$ cat src/rtl/cpu_pkg.sv
// cpu_pkg: shared types and default widths for the 9-bit-instruction CPU fetch path.
package cpu_pkg;
  typedef enum logic [1:0] {IDLE, LOAD, RUN, FIN} seq_state_t;
  localparam int D_DEF = 10;
  localparam int CW_DEF = 16;
endpackage

$ cat src/rtl/cycle_watchdog.sv
// cycle_watchdog: per-run executed-cycle counter with terminal-count flag.
module cycle_watchdog #(
  parameter int CW = 16,
  parameter int MAX_CYCLES = 60000
) (
  input  logic          clk,
  input  logic          reset,
  input  logic          clear,
  input  logic          en,
  output logic [CW-1:0] count,
  output logic          last
);
  assign last = count == CW'(MAX_CYCLES - 1);
  always_ff @(posedge clk or posedge reset)
    if (reset) count <= '0;
    else if (clear) count <= '0;
    else if (en) count <= count + CW'(1);
endmodule

$ cat src/rtl/prog_sequencer.sv
// prog_sequencer: program counter and req/done run controller with watchdog and write gating.
module prog_sequencer
  import cpu_pkg::*;
#(
  parameter int D = D_DEF,
  parameter int NPROG = 4,
  parameter int PROG_STRIDE = 256,
  parameter int CW = CW_DEF,
  parameter int MAX_CYCLES = 60000,
  localparam int SW = NPROG > 1 ? $clog2(NPROG) : 1
) (
  input  logic          clk,
  input  logic          reset,
  input  logic          req,
  input  logic [SW-1:0] prog_sel,
  input  logic          halt,
  input  logic          absjump_en,
  input  logic          branch_taken,
  input  logic [D-1:0]  target,
  output logic [D-1:0]  prog_ctr,
  output logic          run_en,
  output logic          done,
  output logic          err,
  output logic [CW-1:0] cycle_count
);
  seq_state_t state;
  logic [D-1:0] entry;
  logic sel_ok, start, last;
  assign sel_ok = int'(prog_sel) < NPROG;
  assign start = state == IDLE && req && sel_ok;
  cycle_watchdog #(.CW(CW), .MAX_CYCLES(MAX_CYCLES)) u_wd (
    .clk(clk),
    .reset(reset),
    .clear(start),
    .en(state == RUN),
    .count(cycle_count),
    .last(last)
  );
  // run_en/done are set on the transition into RUN/FIN so they stay registered.
  always_ff @(posedge clk or posedge reset)
    if (reset) begin
      state <= IDLE;
      prog_ctr <= '0;
      entry <= '0;
      run_en <= 1'b0;
      done <= 1'b0;
      err <= 1'b0;
    end else
      case (state)
        IDLE:
          if (req) begin
            state <= sel_ok ? LOAD : FIN;
            done <= !sel_ok;
            err <= !sel_ok;
            entry <= sel_ok ? D'(int'(prog_sel) * PROG_STRIDE) : entry;
          end
        LOAD: begin
          state <= RUN;
          prog_ctr <= entry;
          run_en <= 1'b1;
        end
        RUN:
          if (halt || last) begin
            state <= FIN;
            run_en <= 1'b0;
            done <= 1'b1;
            err <= !halt;
          end else prog_ctr <= (absjump_en && branch_taken) ? target : prog_ctr + D'(1);
        FIN:
          if (!req) begin
            state <= IDLE;
            done <= 1'b0;
          end
        default: state <= IDLE;
      endcase
endmodule

$ cat config.mk
export PLATFORM = sky130hd
export DESIGN_NAME = prog_sequencer
export DESIGN_NICKNAME = d
export VERILOG_FILES = /design/src/rtl/cpu_pkg.sv /design/src/rtl/cycle_watchdog.sv /design/src/rtl/prog_sequencer.sv
export SDC_FILE = /design/constraint.sdc
export NUM_CORES = 1
export LEC_CHECK = 0
export CELL_PAD_IN_SITES_DETAIL_PLACEMENT = 2
export CELL_PAD_IN_SITES_GLOBAL_PLACEMENT = 2
export CORE_AREA = 8 8 90 92
export DETAILED_ROUTE_END_ITERATION = 10
export DIE_AREA = 0 0 98 100
export PLACE_DENSITY = 0.74
export SLEW_MARGIN = 5
export SYNTH_ARGS = -nofsm -noshare
export SYNTH_HDL_FRONTEND = slang
export SYNTH_SLANG_ARGS = --single-unit
$ cat constraint.sdc
create_clock -name clk -period 2.8 [get_ports clk]
set_input_delay 0.56 -clock clk [delete_from_list [all_inputs] [get_ports clk]]
set_output_delay 0.56 -clock clk [all_outputs]
set_load 0.1 [all_outputs]
# After elaboration in Yosys (flattened, before gate mapping)
# Index checks and enable logic that the tools add are counted.
# word_totals
regBits,33
inputBits,18
output_inout_bits,29
wordCells,49
# classes
add_sub_neg,2
eq_ne,8
muxes,17
reduce_logical,15
# ops
operator,n
$mux 16,2
$mux 10,2
$pmux 10 s2,1
$add 16x1->16 const B,1
$eq 16x16->1 const B,1
$add 10x1->10 const B,1
$ne 2x2->1 const B,4
$pmux 2 s4,1
$mux 2,3
$reduce_and 2->1,3
$reduce_and 3->1,2
$reduce_bool 2->1,3
$mux 1,5
$eq 2x2->1 const B,2
$pmux 1 s2,2
$reduce_and 4->1,1
$pmux 1 s3,1
$reduce_bool 3->1,1
$eq 2x1->1 const B,1
$logic_and 1x1->1,2
$logic_not 2->1,1
$logic_not 1->1,1
$logic_or 1x1->1,1

# Logic depth before layout (Yosys ltp)
# Gate-level depths: netlist (run 1).
# logic_depth
ltp_word,4
depth_mapped,7
mapped_depth_nobuf,6

# Modules after synthesis
# A second synthesis (run 1) with hierarchy kept.
# hier_totals
cells_unflattened,201
area_unflattened_um2,1925.6
# modules_own_cells
mod,n_inst,cells_per_inst,area_per_inst_um2,seq_area_each_um2
prog_sequencer,1,116,1062.3,425.4
cycle_watchdog,1,85,863.3,400.4

# Worst setup path before layout (run 1)
# Ideal clock, no wire load.
# synth_path
path_kind,register to register
from,register u_wd.count[9]
to,register prog_ctr[6]
setup_time_ps,124
arrival_time_ps,2399
required_ps,2676
path_slack_ps,277
stages_incl_launch_ff,6
n_path_buf,1
synth_period_minus_slack_ps,2523
path_cell_list,dfrtp_1 -> or4b_4 -> nor4_4 -> buf_4 -> a211oi_1 -> a211o_1
# synth_via
elab_chain_cells,4
# synth_lines
element,line_no,rtl
start: declaration,cycle_watchdog.sv:10,"output logic [CW-1:0] count,"
start signal: assignment,cycle_watchdog.sv:17,else if (en) count <= count + CW'(1);
$eq 16x16->1,cycle_watchdog.sv:13,assign last = count == CW'(MAX_CYCLES - 1);
$logic_or 1x1->1,prog_sequencer.sv:63,if (halt || last) begin
$ne 2x2->1 (no line),-,
$reduce_and 2->1 (no line),-,
end signal: assignment,prog_sequencer.sv:59,prog_ctr <= entry;
end signal: assignment,prog_sequencer.sv:68,end else prog_ctr <= (absjump_en && branch_taken) ? target : prog_ctr + D'(1);
end: declaration,prog_sequencer.sv:20,"output logic [D-1:0] prog_ctr,"
# No other way between the ends.
# A chain may end at the register's enable or synchronous reset.

# Worst setup path in the final report (run 1)
# layout_path
from,register u_wd.count[7]
to,register prog_ctr[9]
# The elaborated chain is that of the path after synthesis.

==> results of run 1 <==
-- power by group --
part	internal, mW	switching [mW]	total [mW]
Clock	0.222	0.183	0.406
Sequential	0.607	0.166	0.773
Combinational	0.437	1.10	1.54
-- synthesized netlist by cell type (2+ instances only) --
library cell	instances
sky130_fd_sc_hd__o22ai_1	2
sky130_fd_sc_hd__nor2_1	15
sky130_fd_sc_hd__nor4_1	3
sky130_fd_sc_hd__mux2_2	3
sky130_fd_sc_hd__ha_1	8
sky130_fd_sc_hd__or4_1	3
sky130_fd_sc_hd__nor2b_1	4
sky130_fd_sc_hd__clkbuf_1	6
sky130_fd_sc_hd__and2_1	4
sky130_fd_sc_hd__xnor2_1	5
sky130_fd_sc_hd__nand2_1	20
sky130_fd_sc_hd__or3_1	4
sky130_fd_sc_hd__and4_1	3
sky130_fd_sc_hd__nand2b_1	3
sky130_fd_sc_hd__a211oi_1	5
sky130_fd_sc_hd__a21oi_1	7
sky130_fd_sc_hd__mux2i_1	4
sky130_fd_sc_hd__a221o_1	6
sky130_fd_sc_hd__o21ai_0	7
sky130_fd_sc_hd__and3_1	3
sky130_fd_sc_hd__nand3_1	10
sky130_fd_sc_hd__inv_1	8
sky130_fd_sc_hd__a22o_1	3
sky130_fd_sc_hd__nand4_1	6
sky130_fd_sc_hd__nand4b_1	2
sky130_fd_sc_hd__dfrtp_1	33
sky130_fd_sc_hd__nor3_1	5
sky130_fd_sc_hd__xor2_1	6
-- through the flow --
| stage | setup WS (ns) | power [mW] | cell area (sq um) | instances |
|---|---|---|---|---|
| after CTS | 0.5085 | 2.766 | 2560 | 338 |
| after global placement | 0.4917 | 2.317 | 2459 | 330 |
| after floorplan | 0.2775 | 1.943 | 1957 | 206 |
| after global routing | 0.4336 | 2.881 | 2560 | 338 |
| after detailed placement | 0.4302 | 2.344 | 2459 | 330 |
| final | 0.5286 | 2.720 | 2560 | 338 |
-- flip-flops by register name, summed over array words and instances (netlist names) --
| register | count |
|---|---|
| run_en | 1 |
| done | 1 |
| u_wd.count | 16 |
| state | 2 |
| err | 1 |
| prog_ctr | 10 |
| entry | 2 |
-- layer usage --
layer  vias up  routed length [um]  part of all wire [%]
li1        861                   -                     -
met1       927                2788                    45
met2        27                3171                    51
met3         9                 187                   3.0
met4         0                  92                   1.5
met5         -                   0                     0
-- how the worst max path moves through the flow --
stage,from,to,slack (ns),cells past startpoint
after global placement,absjump_en,prog_ctr[6],0.49,5
after detailed placement,absjump_en,prog_ctr[7],0.43,5
final,u_wd.count[7],prog_ctr[9],0.53,5
after floorplan,u_wd.count[9],prog_ctr[6],0.28,5
after global routing,u_wd.count[7],prog_ctr[9],0.43,5
after CTS,u_wd.count[7],prog_ctr[9],0.51,5
-- cell families (layout without fill, tap and decap cells) --
group                    count (synthesis)  after routing  share of synthesized area, %
flip-flops                              33             33                         42.20
adder cells (fa/ha/maj)                  8              8                         5.115
AO/OA/AOI/OAI                           42             42                         15.73
XOR/XNOR                                11             11                         4.923
multiplexers                             7              7                         3.772
AND/OR/NAND/NOR                         88             88                         24.74
buffers and inverters                   17             69                         3.516
-- layout make-up --
cell class | instances | share of cell area (%)
Tap cell | 80 | 3.910
Timing Repair Buffer | 53 | 17.20
Clock buffer | 7 | 3.763
Clock inverter | 1 | 0.1955
Inverter | 8 | 1.173
Multi-Input combinational cell | 156 | 41.50
Sequential cell | 33 | 32.26
==> results.md, run 1 <==
Clock network:
- The sink count of the clock tree is 33.
- Clock latency on the worst-skew pair, taken at its later pin, is approximately 0.29 ns.
- The number of buffers created by CTS is 5.
- The buffer cell driving the clock tree root is sky130_fd_sc_hd__clkbuf_8.
- No sink is reached through more buffers than the 2 on the longest clock path.
- The post-cts sizing count is 0.
- The total number of H-tree levels is 2.
- The CTS tree is built.
- The number of hold buffers added after CTS was 0.
- The clock-pin slew reported for the worst setup and hold paths after clock tree synthesis is around 0.07 ns.
- The number of setup buffers added after CTS is 0.

Global routing:
- The remaining global-route overflow is 0.
- Global routing consumed, on the met2 layer, 23.87% of the routing resources.
- In this run the most used layer during global routing was met2.
- Global routing consumed, on the met1 layer, between 15 and 20% of the routing resources.
- The global-route wire length before repair is around 11 mm.
- Global routing consumed, on the met3 layer, 2.768% of the routing resources.
- The pin count of the biggest net entering global routing is 34.
- The all-layer global routing usage is 13.50%.
- The number of global-route vias before repair is 2064.
- The initial antenna violation count is 0.

Worst setup path:
- For the worst setup path, the data required time is just over 3 ns.
- The signal on the critical path passes through or4b_4 > nor4_4 > buf_4 > o21a_1 > o221a_2.
- The internal reg-to-reg setup slack is around 0.53 ns.
- For this run, the slowest stage of the critical path takes a little under 0.6 ns.
- The type of element capturing the critical path is a flop.
- The terminus of the critical flop-to-flop path is prog_ctr[9].
- Counting both buffers and inverters, the worst setup path holds a total of 1.
- The worst flop-to-flop path startpoint is u_wd.count[7].
- The cell count of the worst reg-to-reg path is 5.
- The critical path data arrival time is between 2 and 3 ns.
- The kind of cell adding the most delay to the critical path is simple AND/OR/NAND/NOR gates.
- The startpoint kind of the worst setup timing path is a flop.
- The worst-path cell with the longest stage delay is sky130_fd_sc_hd__or4b_4.
- Of all nets on the critical path, the largest fanout is 15.
- By startpoint and endpoint, the worst setup path is classified as flop to flop.

Cells and area:
- The synthesis-to-finish area growth is 30.82%.
- Leaving out fill and tap cells, the most frequent cells in the layout are sky130_fd_sc_hd__buf_4 (36), sky130_fd_sc_hd__dfrtp_1 (33), sky130_fd_sc_hd__nand2_1 (20), sky130_fd_sc_hd__clkdlybuf4s50_1 (17), sky130_fd_sc_hd__nor2_1 (15).
- The fill cell instance count of the final layout is approximately 730.
- The final layout contains around 280 nets.
- The sequential standard cell area is between 800 and 900 sq um.
- Cells fill 38.53% of the core in the end.
- The library cell used most frequently in the layout, excluding fill and tap cells, is sky130_fd_sc_hd__buf_4.
- Summing all multi-input logic gate instances after layout gives 1062 sq um.
- The post-route netlist has ~20% of its cells at a drive strength greater than 1.
- The number of antenna diodes in the final layout is 0.

Floorplan:
- The count of pins on the block boundary is 47.
- Row generation in the floorplan step produced 30 rows.
- The die boundary width is around 98 um.
- In this run the standard cell core region covers roughly 6600 sq um.
- For this configuration, the core starts out at a cell density of 29.45%.
- The height of the die is ~100 um.
- The floorplan step defined a die boundary enclosing 9800 sq um.

Timing:
- The transition at the pin with the smallest max-transition slack is between 0.5 and 0.6 ns.
- After layout, the worst path uses between 80% and 90% of the clock period.
- Setup repair after global routing left no endpoint under its margin.
- Across the routed clock network, the largest skew measured is around 0.0064 ns.
- The total negative slack is 0 ns.
- The maximum frequency from static timing analysis is between 400 and 500 MHz.
- The final period demand of the worst path is ~2.3 ns.
- Hold timing on the final database bottoms out at a slack of slightly above 0.5 ns.
- The number of hold violations in the final report is 0.
- Setup violations remaining at the end of the flow were counted as 0.
- Measured against its own limit, the worst slew margin works out to between 60% and 70%.
- The number of slew-limit violations in the final report is 0.

Synthesis:
- Yosys mapped the design onto between 40 and 50 distinct sky130hd cell types.
- The synthesized design devotes to its leading area cell type between 40% and 50% of total area.
- For this run, the number of Yosys warnings is 0.
- The cell type with the largest total area after synthesis is sky130_fd_sc_hd__dfrtp_1.
- Counting every net in the synthesized netlist gives about 230.
- Counting every instance in the synthesized netlist gives between 200 and 250.
- The netlist area before placement is 1957 sq um.
- The number of flops mapped to enable cells by yosys is 0.
- The flip-flop and latch count after synthesis is 33.
- Averaged over all synthesized cells, the footprint is 9.499 sq um.
- The fraction of registers with async set or reset after synthesis is 100.0%.
- The sequential area share after synthesis is 42.20%.
- By area the synthesized netlist is led by sky130_fd_sc_hd__dfrtp_1 (42%), sky130_fd_sc_hd__ha_1 (5.1%), sky130_fd_sc_hd__nand2_1 (3.8%).
- The main flop type after synthesis is sky130_fd_sc_hd__dfrtp_1.

Hold path:
- The beginning of the worst hold path is run_en.
- The endpoint of the worst hold path is run_en.
- The tightest min-delay check is of the flop to flop type.
- Counting instances, the worst hold path has a depth of 1.

Power and ir drop:
- The power per unit of standard cell area is 1062 nW/um^2.
- The worst-case vdd ir drop is approximately 0.00074 V.
- The cell leakage power is between 1 and 1.5 nW.

Outcome:
- The flow ran to the end, and the final reports show no timing, DRC or antenna violations.

Route:
- The count of nets left with antenna violations once routing finished came out at 0.
- After detailed routing, the number of remaining DRC violations is 0.
- The detail-routed net length per standard cell is 18.46 um.
- The sum of routed wire length over all layers is between 6 and 7 mm.
- The via count is roughly 1800.
- The first-pass iteration count of the detailed router is 4.
- In the routed layout, each cell is associated on average with a via count of 5.396.
- The starting DRC count in detailed routing is between 80 and 90.

Flow run:
- Across the run, the number of max-cap violations was 0.

Placement:
- The number of I/O port buffers is 46.
- The post-DP HPWL is ~4.7 mm.
- The routability-driven placement congestion ratio is between 0.7 and 0.8.
(Power assumes the default switching activity.)
==> run 2, diff against run 1 <==
- CORE_AREA: 8 8 90 92 -> 8 8 95 97
- DIE_AREA: 0 0 98 100 -> 0 0 103 105
- PLACE_DENSITY: 0.74 -> 0.7
- clock period: 2.8 -> 2 ns (I/O delays scaled with it)
==> run 2 against run 1 <==
Against the previous run:
- first-iteration DRC count shrank 55%
- global-route usage shrank 0.35 points
- critical path type unchanged
- combinational power grew 69%
- clock skew grew 0.0035 ns
- clock power grew 21%
==> results.md, run 2 (synthesis results as in run 1) <==
Outcome:
- The run finished with clean final reports.

Global routing:
- The initial antenna violation count came to 0.
- In the global route stage, overall resource usage came out at a little over an eighth.
- The first global-routing pass estimated about 11 mm of wire.
- For this run the aggregate overflow at the end of global routing stands at 0.
- The number of global-route vias before repair was between 2000 and 2500.
- The pin count of the biggest net entering global routing is 34.

Timing:
- The number of hold violations in the final report is 0.
- The share of the clock period used by the worst path after layout is between 90% and 100%.
- The number of slew-limit violations in the final report is 0.
- The final period demand of the worst path is about 2.0 ns.
- The relative max-transition margin is approximately 70%.
- Setup repair after global routing could not meet its margin everywhere.
- For the pin with the worst max-slew slack, the measured transition is 0.4658 ns.
- Setup total negative slack on the finished layout was measured at 0 ns.
- The number of failing setup endpoints in the final timing report is 0.
- Across the routed clock network, the largest skew measured is 0.009931 ns.
- The maximum frequency from static timing analysis is 501.4 MHz.

Cells and area:
- At the end of the flow the core is filled with cells to between 40% and 50%.
- The top register by number of flip-flops is u_wd.count.
- 0 antenna diodes ended up in the layout.
- The largest registers in the layout are u_wd.count x16, prog_ctr x10.
- At the end of the flow, the number of nets in the layout was roughly 310.
- The register with the most flip-flops in the layout has 16 of them.
- The most common cell after layout, fill and taps aside is sky130_fd_sc_hd__buf_4.
- Compared with the post-synthesis result, the final layout area differs by 53.90%.
- After filler insertion, the fill cell instance count of the layout stands at between 800 and 900.
- The proportion of layout cells with a drive suffix above 1 is a little over a third.
- In the layout the commonest cells are sky130_fd_sc_hd__buf_4 (45), sky130_fd_sc_hd__nand2_1 (20), sky130_fd_sc_hd__clkdlybuf4s50_1 (17), sky130_fd_sc_hd__nor2_1 (15), sky130_fd_sc_hd__dfrtp_2 (15).

Worst setup path:
- The type of element capturing the critical path is a flop.
- The worst-path cell with the longest stage delay is sky130_fd_sc_hd__or4b_4.
- STA classifies the critical path startpoint as a flop.
- The endpoint identified for the worst register-to-register timing path is prog_ctr[4].
- The largest single stage delay on the critical path is 0.56 ns.
- In this design, the largest share of critical-path delay is due to simple AND/OR/NAND/NOR gates.
- The number of buffers and inverters on the critical path is 2.
- Along the worst path, the maximum fanout reaches 7.
- Measured in cells, the most critical reg-to-reg path has a length of 6.
- The critical path data arrival time is 2.15 ns.
- The path type of the worst setup path is flop to flop.
- The internal reg-to-reg setup slack is ~0.0054 ns.
- The worst register-to-register path begins at u_wd.count[8].
- At the worst endpoint, the required time is 2.15 ns.
- The signal on the critical path passes through or4b_4 > nor4_4 > buf_6 > buf_6 > a211oi_1 > a221o_1.
- The cell that appears most often on the critical path is sky130_fd_sc_hd__buf_6.

Power and ir drop:
- The switching power as a share of total power is 50.76%.
- The sequential cell fraction of total power is a little over a quarter.
- Dividing total power by cell area gives a power density of around 1400 nW/um^2.
- Summed over all nets, the switching power comes to ~2.1 mW.
- The fraction of power consumed by combinational cells is between 60% and 70%.
- The clock share of power is ~12%.
- The worst-case IR drop observed on VDD is about 0.0012 V.
- The internal power summed over all cells is around 2.1 mW.
- The analysis attributes to cell leakage a power of approximately 1.3 nW.

Flow run:
- The reported max-cap violation count is 0.

Route:
- The via count is 1937.
- The starting DRC count in detailed routing is 38.
- The post-route antenna net violation count is 0.
- The DRC violation count after routing is 0.
- The detail-routed net length per standard cell is around 18 um.
- The first TritonRoute pass finished after 4 iterations.
- Using the TritonRoute via totals, the vias-per-cell ratio works out to between 5 and 6.
- The sum of routed wire length over all layers is 6.780 mm.

Hold path:
- Along the worst hold path, the cell count comes to 1.
- The worst hold-check path type is flop to flop.
- The endpoint of the worst hold path is done.
- The beginning of the worst hold path is done.

Floorplan:
- During I/O placement, the number of pins put on the boundary was 47.
- The standard cell core area is 7527 sq um.
- The floorplan step defined a die boundary enclosing between 10000 and 15000 sq um.
- The die boundary width is approximately 100 um.
- In this run the vertical extent of the chip is ~110 um.
- Row generation in the floorplan step produced 32 rows.
- The initial core utilization is between 20% and 30%.

Placement:
- In this run the tool buffered the top-level ports with 46 buffer cells.
- At the end of routability-driven placement, the weighted congestion stood at around 0.74.
- The HPWL after detailed placement is 5.179 mm.

Clock network:
- The clock tree synthesis step divided the H-tree into 2 levels.
- The root buffer cell chosen for the clock tree is sky130_fd_sc_hd__clkbuf_8.
- TritonCTS built the clock tree.
- The later pin in the worst-skew pair is clocked with a latency of between 0.2 and 0.3 ns.
- The tree built by TritonCTS fans out to 33 sinks.
- Buffers inserted during clock tree synthesis total 5.
- The clock-pin slew reported for the worst setup and hold paths after clock tree synthesis is 0.07 ns.
- The post-cts hold buffer count is 0.
- The clock passes through at most 2 buffers.
## run 2: power groups by stage
stage / clock, mW / combinational, mW / sequential [mW]
2_1_floorplan: 0 / 0.736 / 2.02
4_1_cts: 0.514 / 2.60 / 1.13
3_3_place_gp: 0 / 2.54 / 1.13
3_5_place_dp: 0 / 2.59 / 1.14
5_1_grt: 0.536 / 2.76 / 1.17
6_report: 0.490 / 2.61 / 1.14
## run 2: cell type report
cell class / instances / area, sq um / share of cell area, %
clock buffers: 8 / 80.08 / 2.659
inverters: 8 / 30.03 / 0.9971
multi-input cells: 156 / 1117 / 37.10
well taps: 102 / 127.6 / 4.238
flip-flops and latches: 33 / 863.3 / 28.67
repair buffers: 78 / 793.3 / 26.34
## run 2: how the worst max path moves through the flow
stage,start,end,slack [ns],depth (start not counted)
after floorplan,u_wd.count[8],prog_ctr[7],-0.08,5
after global placement,absjump_en,prog_ctr[7],-0.02,5
after detailed placement,absjump_en,prog_ctr[7],-0.1,5
after CTS,u_wd.count[8],done,-0.01,6
after global routing,u_wd.count[8],done,-0.09,6
final,u_wd.count[8],prog_ctr[4],0.005,6
## run 2: through the flow
step                cells  hold WS (ns)  setup slack, ns  total power [mW]  area, sq um
detailed placement    376        0.5025         -0.09689             3.728         2875
finish                385        0.5141         0.005434             4.232         3012
global placement      376        0.5023         -0.01949             3.673         2875
CTS                   385        0.5187         -0.01074             4.242         2985
floorplan             206        0.5044         -0.07804             2.760         2022
global route          385        0.5407         -0.08907             4.458         3012
## run 2: worst register-to-register path, stage by stage, from the launching register on
cell and delay (ns):
sky130_fd_sc_hd__dfrtp_4 0.47, sky130_fd_sc_hd__or4b_4 0.56, sky130_fd_sc_hd__nor4_4 0.18, sky130_fd_sc_hd__buf_6 0.17, sky130_fd_sc_hd__buf_6 0.14, sky130_fd_sc_hd__a211oi_1 0.06, sky130_fd_sc_hd__a221o_1 0.28
## run 2: timing repair
action	CTS	global route
buffers inserted	2	0
endpoints found under the setup margin	6	15
gates resized for setup	5	5
pin swaps	2	2
## run 2: per-layer routing
layer	wire length (um)	share of wire [%]	up-vias	GRT usage, %
met1	3103	46	997	16.98
li1	-	-	910	-
met3	189	2.8	5	1.924
met4	80	1.2	0	4.343
met5	0	0	-	0
met2	3406	50	25	21.63
==> run 3, diff against run 2 <==
- CELL_PAD_IN_SITES_DETAIL_PLACEMENT: 2 -> 0
- CELL_PAD_IN_SITES_GLOBAL_PLACEMENT: 2 -> 1
- CORE_AREA: 8 8 95 97 -> 8 8 85 87
- DIE_AREA: 0 0 103 105 -> 0 0 93 95
- PLACE_DENSITY: 0.7 -> 0.71
==> run 3 against run 2 <==
Against the previous run:
- flip-flop and latch count did not move
- critical path type unchanged
- largest cell class unchanged
- sequential power barely moved
- non-clock buffer count rose by 2
==> results.md, run 3 (synthesis results as in run 1) <==
Worst setup path:
- The worst-path cell with the longest stage delay is sky130_fd_sc_hd__or4b_4.
- At the worst endpoint, the arrival time is about 2.1 ns.
- The path type of the worst setup path is flop to flop.
- The launching element of the worst setup path is u_wd.count[8].
- The worst flop-to-flop path startpoint is u_wd.count[8].
- The worst setup path is captured at a flop.
- Walking the worst path, the cells encountered are or4b_4 > nor4_4 > buf_6 > buf_4 > o211ai_1 > mux2_2.
- The cell count of the worst reg-to-reg path is 6.
- The highest net fanout along the worst path is 7.
- The internal reg-to-reg setup slack is between 0.07 and 0.08 ns.
- The largest single stage delay on the critical path is ~0.55 ns.
- STA puts the critical path data required time at ~2.2 ns.
- The terminus of the critical flop-to-flop path is done.
- The startpoint kind of the worst setup timing path is a flop.
- The capturing instance or port of the critical path is done.

Cells and area:
- The number of flip-flops in the largest register is 16.
- In the layout the commonest cells are sky130_fd_sc_hd__buf_4 (51), sky130_fd_sc_hd__nand2_1 (20), sky130_fd_sc_hd__clkdlybuf4s50_1 (17), sky130_fd_sc_hd__nor2_1 (15), sky130_fd_sc_hd__dfrtp_2 (15).
- In the final layout, the share of cells above drive strength 1 is 35.79%.
- In the final design database the tool counted 310 nets.
- The most common cell after layout, fill and taps aside is sky130_fd_sc_hd__buf_4.
- The largest registers in the layout are u_wd.count x16, prog_ctr x10.
- The synthesis-to-finish area growth is 50.38%.
- Leaving out filler cells and counting taps, the final layout contains 360.
- More flip-flops sit in one register than any other, and that register is u_wd.count.
- After routing the design area is 2943 sq um.
- The number of antenna diodes in the final layout is 0.

Floorplan:
- The initial core utilization is 33.65%.
- The placement row count is 28.
- In this run the vertical extent of the chip is 95 um.
- The die covers between 8000 and 9000 sq um.
- The die boundary width is just over 90 um.
- The floorplan step defined a core boundary enclosing between 5000 and 6000 sq um.
- 47 I/O pins were placed.

Timing:
- The number of hold violations in the final report is 0.
- The final worst clock skew is just over 0.003 ns.
- Setup violations remaining at the end of the flow were counted as 0.
- The final period demand of the worst path is a little under 2 ns.
- The maximum frequency from static timing analysis is between 500 and 600 MHz.
- The transition at the pin with the smallest max-transition slack is around 0.44 ns.
- The number of slew-limit violations in the final report came to 0.
- Setup slack closes at around 0.074 ns.
- Setup repair after global routing could not meet its margin everywhere.
- After layout, the worst path uses a little over nine tenths of the clock period.
- The post-route worst hold slack is 0.5063 ns.
- The relative max-transition margin is a little over two thirds.

Global routing:
- Global routing used about 13% of the available tracks.
- Entering global routing, the biggest net connects 34 pins.
- The initial antenna violation count is 0.
- The number of global-route vias before repair came to 1810.
- The remaining global-route overflow is 0.
- The global-route wire length before repair is roughly 9 mm.

Placement:
- The number of I/O port buffers is 46.
- Counting tap cells, the placed design contains a total of about 350 instances.
- The routability-driven placement congestion ratio is 0.7627.
- The post-DP HPWL is between 4 and 5 mm.
- At the placement stage, the worst setup path has a slack of -0.05081 ns.
- The post-detailed-placement cell area is around 2900 sq um.

Power and ir drop:
- The worst-case vdd ir drop is ~0.00096 V.
- The power per unit of standard cell area is 1393 nW/um^2.
- Summing internal, switching and leakage power gives approximately 4.1 mW.
- The cell leakage power is 1.273 nW.

Outcome:
- The flow ran to the end, and the final reports show no timing, DRC or antenna violations.

Clock network:
- The number of buffers created by CTS is 5.
- Clock tree synthesis selected as its root buffer the cell sky130_fd_sc_hd__clkbuf_8.
- The sink count of the clock tree is 33.
- The post-cts hold buffer count is 0.
- The clock tree buffer depth is 2.
- After clock tree synthesis, the clock-pin slew on the worst setup and hold paths is 0.07 ns.
- The clock latency on the worst-skew pair is around 0.28 ns.
- The clock tree synthesis step divided the H-tree into 2 levels.
- TritonCTS built the clock tree.

Route:
- The routed design uses around 2.6 mm of met2 wire.
- In this run the remaining antenna-violating nets after routing total 0.
- The sum of routed wire length over all layers is 5.393 mm.
- For this block, the via count after detailed routing is about 1800.
- The met3 layer wire length in the routed design is 264 um.
- The topmost layer with routed signal wires is met4.
- In the final routed layout, each cell accounts on average for around 15 um.
- The starting DRC count in detailed routing is 54.
- In the routed design, unresolved DRC markers number 0.
- The first-pass iteration count of the detailed router is 4.
- After detailed routing, the wire length on met1 is 2.533 mm.
- Using the TritonRoute via totals, the vias-per-cell ratio works out to between 5 and 6.

Flow run:
- The reported max-cap violation count is 0.

Hold path:
- In this run the worst hold path is classified as input port to async pin.
## run 3: changes by cell type in the layout (fill, tap and decap cells not counted), moves of 2 or more
cell                       before  now
sky130_fd_sc_hd__clkinv_2       0    2
sky130_fd_sc_hd__buf_4         45   51
sky130_fd_sc_hd__clkbuf_1       3    1
sky130_fd_sc_hd__buf_6          4    1
## run 3: layout make-up
type | instances | area (sq um)
Clock buffer | 6 | 72.57
Inverter | 8 | 30.03
Timing Repair Buffer | 80 | 784.5
Fill cell | 572 | 2873
Multi-Input combinational cell | 156 | 1089
Sequential cell | 33 | 863.3
Tap cell | 75 | 93.84
Clock inverter | 2 | 10.01
## run 3: worst max-delay path: cells and delay by family, from the launching register on
family | cells | cell delay (ns)
AO/OA/AOI/OAI | 1 | 0.08
buffers and inverters | 2 | 0.27
flip-flops | 1 | 0.47
multiplexers | 1 | 0.29
AND/OR/NAND/NOR | 2 | 0.71
## run 3: power breakdown
part	internal (mW)	switching, mW
Clock	0.241	0.248
Combinational	0.924	1.58
Sequential	0.870	0.238
## run 3: repair_timing
action,4_1_cts,5_1_grt
buffers inserted,0,1
resized for setup,0,3
setup endpoints to repair,0,8
## run 3: per-stage QoR
step	setup TNS [ns]	utilization, %
CTS	0	50.45
finish	0	50.60
global route	-0.007773	50.60
global placement	-0.005441	49.03
detailed placement	-0.07116	49.03
floorplan	-0.5991	-
## run 3: how the worst min path moves through the flow
stage,to,from,slack (ns)
finish,prog_ctr[0],reset,0.51
global route,run_en,run_en,0.53
CTS,run_en,run_en,0.51
detailed placement,run_en,run_en,0.49
global placement,run_en,run_en,0.51
floorplan,entry[8],entry[8],0.50
## run 3: layer usage
metal  GRT usage [%]  vias up
met1           16.96      892
met5               0        -
met2           19.11       34
li1                -      916
met4           4.430        0
met3           2.937        4
